[config.mk]
export PLATFORM = sky130hd
export DESIGN_NAME = sbox_cfg_ctrl
export DESIGN_NICKNAME = d
export VERILOG_FILES = /design/src/rtl/des_pkg.sv /design/src/rtl/sbox_cfg_ctrl.sv
export SDC_FILE = /design/constraint.sdc
export NUM_CORES = 1
export LEC_CHECK = 0
export CORE_ASPECT_RATIO = 1.2
export CORE_MARGIN = 3
export CORE_UTILIZATION = 43
export CTS_CLUSTER_DIAMETER = 40
export DETAILED_ROUTE_END_ITERATION = 10
export PLACE_DENSITY = 0.82
export REMOVE_ABC_BUFFERS = 1
export SKIP_LAST_GASP = 1
export SYNTH_ARGS = -nofsm -noshare
export SYNTH_HDL_FRONTEND = slang
export SYNTH_SLANG_ARGS = --single-unit
export TNS_END_PERCENT = 10
[constraint.sdc]
create_clock -name clk -period 1.59 [get_ports clk]
set_input_delay 0.3975 -clock clk [delete_from_list [all_inputs] [get_ports clk]]
set_output_delay 0.3975 -clock clk [all_outputs]
set_load 0.05 [all_outputs]
[src/rtl/des_pkg.sv]
// des_pkg
//   Shared DES S-box configuration constants and the state type of the
//   S-box configuration controller.
//   Contents:
//     SBOX_NUM      number of S-boxes (8)
//     SBOX_ROWS     rows per S-box (4)
//     SBOX_COLS     columns per S-box (16)
//     SBOX_ENTRIES  entries per S-box (64)
//     ROW_W/COL_W/CNT_W/VAL_W  derived field widths
//     cfg_state_e   controller FSM state (IDLE, BULK)
package des_pkg;

  localparam int unsigned SBOX_NUM     = 8;
  localparam int unsigned SBOX_ROWS    = 4;
  localparam int unsigned SBOX_COLS    = 16;
  localparam int unsigned SBOX_ENTRIES = 64;

  localparam int unsigned ROW_W = $clog2(SBOX_ROWS);
  localparam int unsigned COL_W = $clog2(SBOX_COLS);
  localparam int unsigned CNT_W = $clog2(SBOX_ENTRIES);
  localparam int unsigned VAL_W = 4;

  typedef enum logic {
    ST_IDLE = 1'b0,
    ST_BULK = 1'b1
  } cfg_state_e;

endpackage

[src/rtl/sbox_cfg_ctrl.sv]
// sbox_cfg_ctrl
//   Run-time editor for the DES S-box tables. Accepts either single-entry
//   writes or a 64-beat bulk load of one S-box and turns every accepted beat
//   into a one-cycle registered edit strobe on the S-box edit port. Edits are
//   held off while the DES core is using the S-boxes (core_busy).
//
//   Optional feature (macro SBOX_CFG_LOCK_EN): adds cfg_lock/cfg_err. While
//   cfg_lock is high accepted beats are dropped (no edit) and each dropped
//   beat raises a one-cycle cfg_err; bulk loads still count and finish.
//
//   Ports:
//     clk, rst_n              clock (rising edge), async active-low reset
//     core_busy               DES datapath busy; blocks all handshakes
//     s_wr_valid/s_wr_ready   single-entry write handshake
//     s_wr_sbox/row/col/val   single-entry target and value
//     b_start, b_sbox         bulk-load start pulse and target S-box
//     b_valid/b_ready, b_val  bulk value stream
//     b_done                  pulse together with the 64th bulk edit
//     edit_sbox               one-cycle edit strobe
//     new_sbox_val, sbox_sel, row_sel, col_sel   edit fields (hold when idle)
//     cfg_busy                high while a bulk load is in progress
//     cfg_lock, cfg_err       lock input / dropped-beat pulse (macro only)
module sbox_cfg_ctrl
  import des_pkg::*;
#(
  parameter int unsigned SEL_W = $clog2(SBOX_NUM)
) (
  input  logic             clk,
  input  logic             rst_n,
  input  logic             core_busy,
  input  logic             s_wr_valid,
  output logic             s_wr_ready,
  input  logic [SEL_W-1:0] s_wr_sbox,
  input  logic [ROW_W-1:0] s_wr_row,
  input  logic [COL_W-1:0] s_wr_col,
  input  logic [VAL_W-1:0] s_wr_val,
  input  logic             b_start,
  input  logic [SEL_W-1:0] b_sbox,
  input  logic             b_valid,
  output logic             b_ready,
  input  logic [VAL_W-1:0] b_val,
  output logic             b_done,
  output logic             edit_sbox,
  output logic [VAL_W-1:0] new_sbox_val,
  output logic [SEL_W-1:0] sbox_sel,
  output logic [ROW_W-1:0] row_sel,
  output logic [COL_W-1:0] col_sel,
`ifdef SBOX_CFG_LOCK_EN
  input  logic             cfg_lock,
  output logic             cfg_err,
`endif
  output logic             cfg_busy
);

  localparam logic [CNT_W-1:0] CNT_LAST = CNT_W'(SBOX_ENTRIES - 1);

  cfg_state_e       state_q, state_d;
  logic [CNT_W-1:0] cnt_q, cnt_d;
  logic [SEL_W-1:0] bsel_q, bsel_d;

  logic             edit_q;
  logic             done_q;
  logic [VAL_W-1:0] val_q;
  logic [SEL_W-1:0] sel_q;
  logic [ROW_W-1:0] row_q;
  logic [COL_W-1:0] col_q;

  logic s_hs;
  logic b_hs;
  logic bulk_last;
  logic lock;
  logic wr_en;

  // ---------------------------------------------------------------- FSM
  always_ff @(posedge clk or negedge rst_n) begin
    if (!rst_n) begin
      state_q <= ST_IDLE;
    end else begin
      state_q <= state_d;
    end
  end

  always_comb begin
    state_d = state_q;
    unique case (state_q)
      ST_IDLE: if (b_start)   state_d = ST_BULK;
      ST_BULK: if (bulk_last) state_d = ST_IDLE;
    endcase
  end

  // s_wr_ready also gated by rst_n so both readies read 0 while in reset.
  always_comb begin
    s_wr_ready = 1'b0;
    b_ready    = 1'b0;
    cfg_busy   = 1'b0;
    unique case (state_q)
      ST_IDLE: s_wr_ready = rst_n && !core_busy && !b_start;
      ST_BULK: begin
        b_ready  = !core_busy;
        cfg_busy = 1'b1;
      end
    endcase
  end

  // ---------------------------------------------------------- handshakes
  assign s_hs      = s_wr_valid && s_wr_ready;
  assign b_hs      = b_valid && b_ready;
  assign bulk_last = b_hs && (cnt_q == CNT_LAST);

`ifdef SBOX_CFG_LOCK_EN
  assign lock = cfg_lock;
`else
  assign lock = 1'b0;
`endif

  assign wr_en = (s_hs || b_hs) && !lock;

  // ------------------------------------------------ bulk beat bookkeeping
  always_comb begin
    cnt_d  = cnt_q;
    bsel_d = bsel_q;
    if (state_q == ST_IDLE && b_start) begin
      cnt_d  = '0;
      bsel_d = b_sbox;
    end else if (b_hs) begin
      cnt_d = cnt_q + 1'b1;
    end
  end

  always_ff @(posedge clk or negedge rst_n) begin
    if (!rst_n) begin
      cnt_q  <= '0;
      bsel_q <= '0;
    end else begin
      cnt_q  <= cnt_d;
      bsel_q <= bsel_d;
    end
  end

  // ----------------------------------------------------------- edit port
  // s_hs and b_hs are mutually exclusive (IDLE vs BULK), so b_hs selects
  // the source. Fields only move on a real write and otherwise hold.
  always_ff @(posedge clk or negedge rst_n) begin
    if (!rst_n) begin
      edit_q <= 1'b0;
      done_q <= 1'b0;
      val_q  <= '0;
      sel_q  <= '0;
      row_q  <= '0;
      col_q  <= '0;
    end else begin
      edit_q <= wr_en;
      done_q <= bulk_last;
      if (wr_en) begin
        if (b_hs) begin
          sel_q <= bsel_q;
          row_q <= cnt_q[CNT_W-1 -: ROW_W];
          col_q <= cnt_q[COL_W-1:0];
          val_q <= b_val;
        end else begin
          sel_q <= s_wr_sbox;
          row_q <= s_wr_row;
          col_q <= s_wr_col;
          val_q <= s_wr_val;
        end
      end
    end
  end

`ifdef SBOX_CFG_LOCK_EN
  logic err_q;

  always_ff @(posedge clk or negedge rst_n) begin
    if (!rst_n) begin
      err_q <= 1'b0;
    end else begin
      err_q <= (s_hs || b_hs) && cfg_lock;
    end
  end

  assign cfg_err = err_q;
`endif

  assign edit_sbox    = edit_q;
  assign b_done       = done_q;
  assign new_sbox_val = val_q;
  assign sbox_sel     = sel_q;
  assign row_sel      = row_q;
  assign col_sel      = col_q;

endmodule

# Word-level counts from Yosys, hierarchy flattened
# Index checks and enable logic that the tools add are counted.
[totals]
ff_bits = 25
out_inout_bits = 18
wordCells = 34
[op_classes]
addsub = 1
n_eq_ne = 1
muxes = 12
n_bitwise = 1
n_reduce_logical = 10
[op_table]
columns = ["cell", "count"]
rows = [
  ["two-way mux 6 bit", 2],
  ["two-way mux 4 bit", 2],
  ["adder 6 x 1 -> 6 bit (second input constant)", 1],
  ["== test 6 bit (second input constant)", 1],
  ["logical AND 1 bit", 6],
  ["two-way mux 1 bit", 5],
  ["two-way mux 3 bit", 1],
  ["logical NOT 1 bit", 2],
  ["two-way mux 2 bit", 1],
  ["one-hot mux 1 bit (2 select lines)", 1],
  ["nonzero test 2 bit", 1],
  ["logical OR 1 bit", 1],
  ["inverter 1 bit", 1],
]

# Longest topological paths before layout
[depth]
depth_word = 6
depth_mapped = 5

# Worst setup path after synthesis
# Ideal clock, no wire load.
[synth_path]
path_kind = "reg2out"
from = "reg state_q"
to = "out b_ready"
arrival_ps = 1548
required_time_ps = 1192
setup_slack_ps = -356
stages_incl_launch_ff = 2
path_cell_list = "dfrtp_1 -> nor2b_1"
[synth_between]
elab_chain_cells = 1
[synth_lines]
columns = ["item", "line_no", "text"]
rows = [
  ["start: declaration", "sbox_cfg_ctrl.sv:57", "cfg_state_e state_q, state_d;"],
  ["start signal: assignment", "sbox_cfg_ctrl.sv:79", "state_q <= state_d;"],
  ["two-way mux 1 bit", "sbox_cfg_ctrl.sv:96", "unique case (state_q)"],
  ["end: declaration", "sbox_cfg_ctrl.sv:40", "output logic b_ready,"],
]
# Every way passes these cells.

# Worst setup path after layout
[layout_path]
from = "reg state_q"
to = "out s_wr_ready"
[layout_between]
elab_chain_cells = 1
[layout_lines]
columns = ["item", "line_no", "text"]
rows = [
  ["two-way mux 1 bit", "sbox_cfg_ctrl.sv:96", ""],
  ["end: declaration", "sbox_cfg_ctrl.sv:32", "output logic s_wr_ready,"],
]
# Every way passes these cells.

==> results.tsv <==
stage	metric	value	unit
clock_network	clock-sinks	25	
pwr	finalPower	2.15	mW
sta	finalHoldViolCount	0	
critical_path	timing.rr.start	state_q	
synthesis	synth_edf_count	0	
pwr	power.leakage	0.934	nW
clock_network	worstSkewPairLatency	0.32	ns
synthesis	synth_ff_type	dfrtp_1	
place	place_inst	193	
die	io_pins	44	
drt	drc	0	
clock_network	cts_made_buffers	3	
clock_network	cts_tree	built	
outcome	outcome	finished with violations	
pwr	power.density	1100	mW/mm^2
drt	routed_wirelength	3.14	mm
die	start_util	46.3	%
job	drv_cap	0	
synthesis	ys_types	32	
drt	drt_first_pass_iters	4	
sta	rsz0062_at_grt	yes	
sta	max_freq	572	MHz
final_layout	post-route-util	75.2	%
final_layout	stdcell_count	201	
sta	slew_headroom	59.3	%
synthesis	async_flop_share	100	%
pwr	ir_drop	721	uV
final_layout	area_growth	62.3	%
synthesis	avgSynthCellArea	10.8	sq um
critical_path	worst-path-max-fanout	3	
hold_path	hold_path_class	in -> async	
critical_path	arrival	1.35	ns
global_routing	grt_pass1_wl	5.22	mm
critical_path	worstSetupPathType	reg -> out	
critical_path	critPathRequiredTime	1.19	ns
die	die_area	0.00348	sq mm
final_layout	final_common_cell	dfrtp_1	
sta	fin_crit_sh	110	%
clock_network	clk_path_buf_depth	2	
place	portBuffers	43	
sta	layout_min_cycle_time	1.75	ns
die	die_w	54.3	microns
synthesis	yosys_warnings	0	
sta	setup_viol	5	
die	rows	20	
final_layout	drive_gt1_share	23.8	%
synthesis	syn_inst	112	
sta	drv_slew	0	
global_routing	grt_pass1_vias	1184	
global_routing	gr-usage-all-layers	20.9	%
global_routing	overflow	0	
critical_path	worstSetupEndpointType	primary output	
synthesis	syn_area	0.00121	sq mm
drt	first_iter_violations	46	
sta	worst_slack	-0.160	ns
place	place_congestion	0.785	
sta	tightest_slew	0.611	ns
final_layout	mostFrequentLayoutCells	dfrtp_1, clkdlybuf4s50_1, buf_12	
global_routing	antenna_found_initial	0	
clock_network	clk_pin_slew	0.13	ns
clock_network	cts_hold_buf	0	
die	core-area	0.00260	sq mm
clock_network	ctsHtreeMaxLevel	1	
synthesis	ys_seq_area_share	51.9	%
synthesis	yosys_register_bits	25	
drt	vias	1111	
place	detailed_place_hpwl	2.35	mm
final_layout	antenna_cells	0	
drt	antenna_left	0	
outcome	failed_checks	setup timing	
clock_network	cts_root_buf	clkbuf_4	
global_routing	grt_start_max_net_pins	26	
critical_path	crit_start	state_q	
die	die_h	64.0	microns
drt	vias_per_cell	5.53	
sta	skew	0.00423	ns
critical_path	start_kind	flip-flop	
drt	drt-wirelength-per-cell	15.6	microns
final_layout	finalNetCount	196	
[synthesized netlist by cell type (2+ instances only)]
cell type,number,area share [%]
dfrtp_1,25,52
nand2_1,15,4.7
and3_1,13,6.7
a221o_1,11,9.1
and2_1,11,5.7
nor2_1,6,1.9
a21oi_1,2,0.83
clkbuf_1,2,0.62
nor2b_1,2,1.0
o211ai_1,2,1.2
o31ai_1,2,1.2
[repair_timing]
| item | in CTS | in global routing |
|---|---|---|
| endpoints found under the setup margin | 16 | 17 |
| gates cloned | 0 | 0 |
| gates resized for setup | 4 | 0 |
| pin swaps | 1 | 1 |
| buffers inserted | 3 | 1 |
[sequential cells by signal (all words and copies together), names as in the netlist]
name and cells:
state_q 1, row_sel 2, cnt_q 6, bsel_q 3
col_sel 4, b_done 1, edit_sbox 1, sbox_sel 3
new_sbox_val 4
[through the flow]
step	area (sq um)	TNS [ns]	worst slack (ns)	hold WS, ns
after global routing	1960	-1.62	-0.222	0.216
final	1960	-0.339	-0.160	0.221
after global placement	1900	-6.20	-0.417	0.464
after detailed placement	1900	-7.55	-0.438	0.480
after floorplan	1170	-11.08	-0.823	0.102
after CTS	1950	-0.612	-0.197	0.226
[final cells by class]
type | count | area, sq um
Timing Repair Buffer | 58 | 719
Clock buffer | 4 | 26.3
Multi-Input combinational cell | 80 | 541
Tap cell | 33 | 41.3
Sequential cell | 25 | 627
Inverter | 1 | 3.75
Fill cell | 178 | 644
[metal layers]
metal / up-vias / share of wire [%] / GRT usage, %
met5: - / 0 / 0
met4: 0 / 2.6 / 11.2
met3: 10 / 6.5 / 6.29
met2: 43 / 56 / 34.6
met1: 535 / 35 / 23.0
li1: 523 / - / -
[critical path, stage by stage, from the launching register on]
cell     delay (ns)
dfrtp_2        0.46
nor4b_4        0.25
buf_4          0.19
buf_12         0.13
[cell families (layout without fill, tap and decap cells)]
| logic type | count (synthesis) | in the layout | synth area share (%) |
|---|---|---|---|
| AOI/OAI and AO/OA | 21 | 21 | 15.0 |
| xor gates and xnor gates | 1 | 1 | 0.726 |
| adders and majority gates | 1 | 1 | 1.04 |
| buffers and inverters | 7 | 63 | 3.32 |
| DFF | 25 | 25 | 51.9 |
| muxes | 1 | 1 | 0.830 |
| and+or+nand+nor | 56 | 56 | 27.2 |
[worst paths after layout]
| check | endpoint | slack, ns | depth (start not counted) |
|---|---|---|---|
| max in group asynchronous | state_q | 1.12 | 2 |
| setup reg to reg | col_sel[2] | -0.05 | 5 |
| hold / removal | cnt_q[2] | 0.22 | 2 |
| hold reg to reg | bsel_q[1] | 0.50 | 2 |
| setup / recovery | s_wr_ready | -0.16 | 3 |
| min in group clk | bsel_q[1] | 0.50 | 2 |
[power breakdown]
part           internal (mW)  switching [mW]  leakage (nW)  total, mW
registers              0.772           0.155         0.315      0.927
clock network         0.0984           0.193        0.0150      0.291
logic                  0.485           0.451         0.603      0.935
No activity file was read; power rests on OpenSTA's default activity.
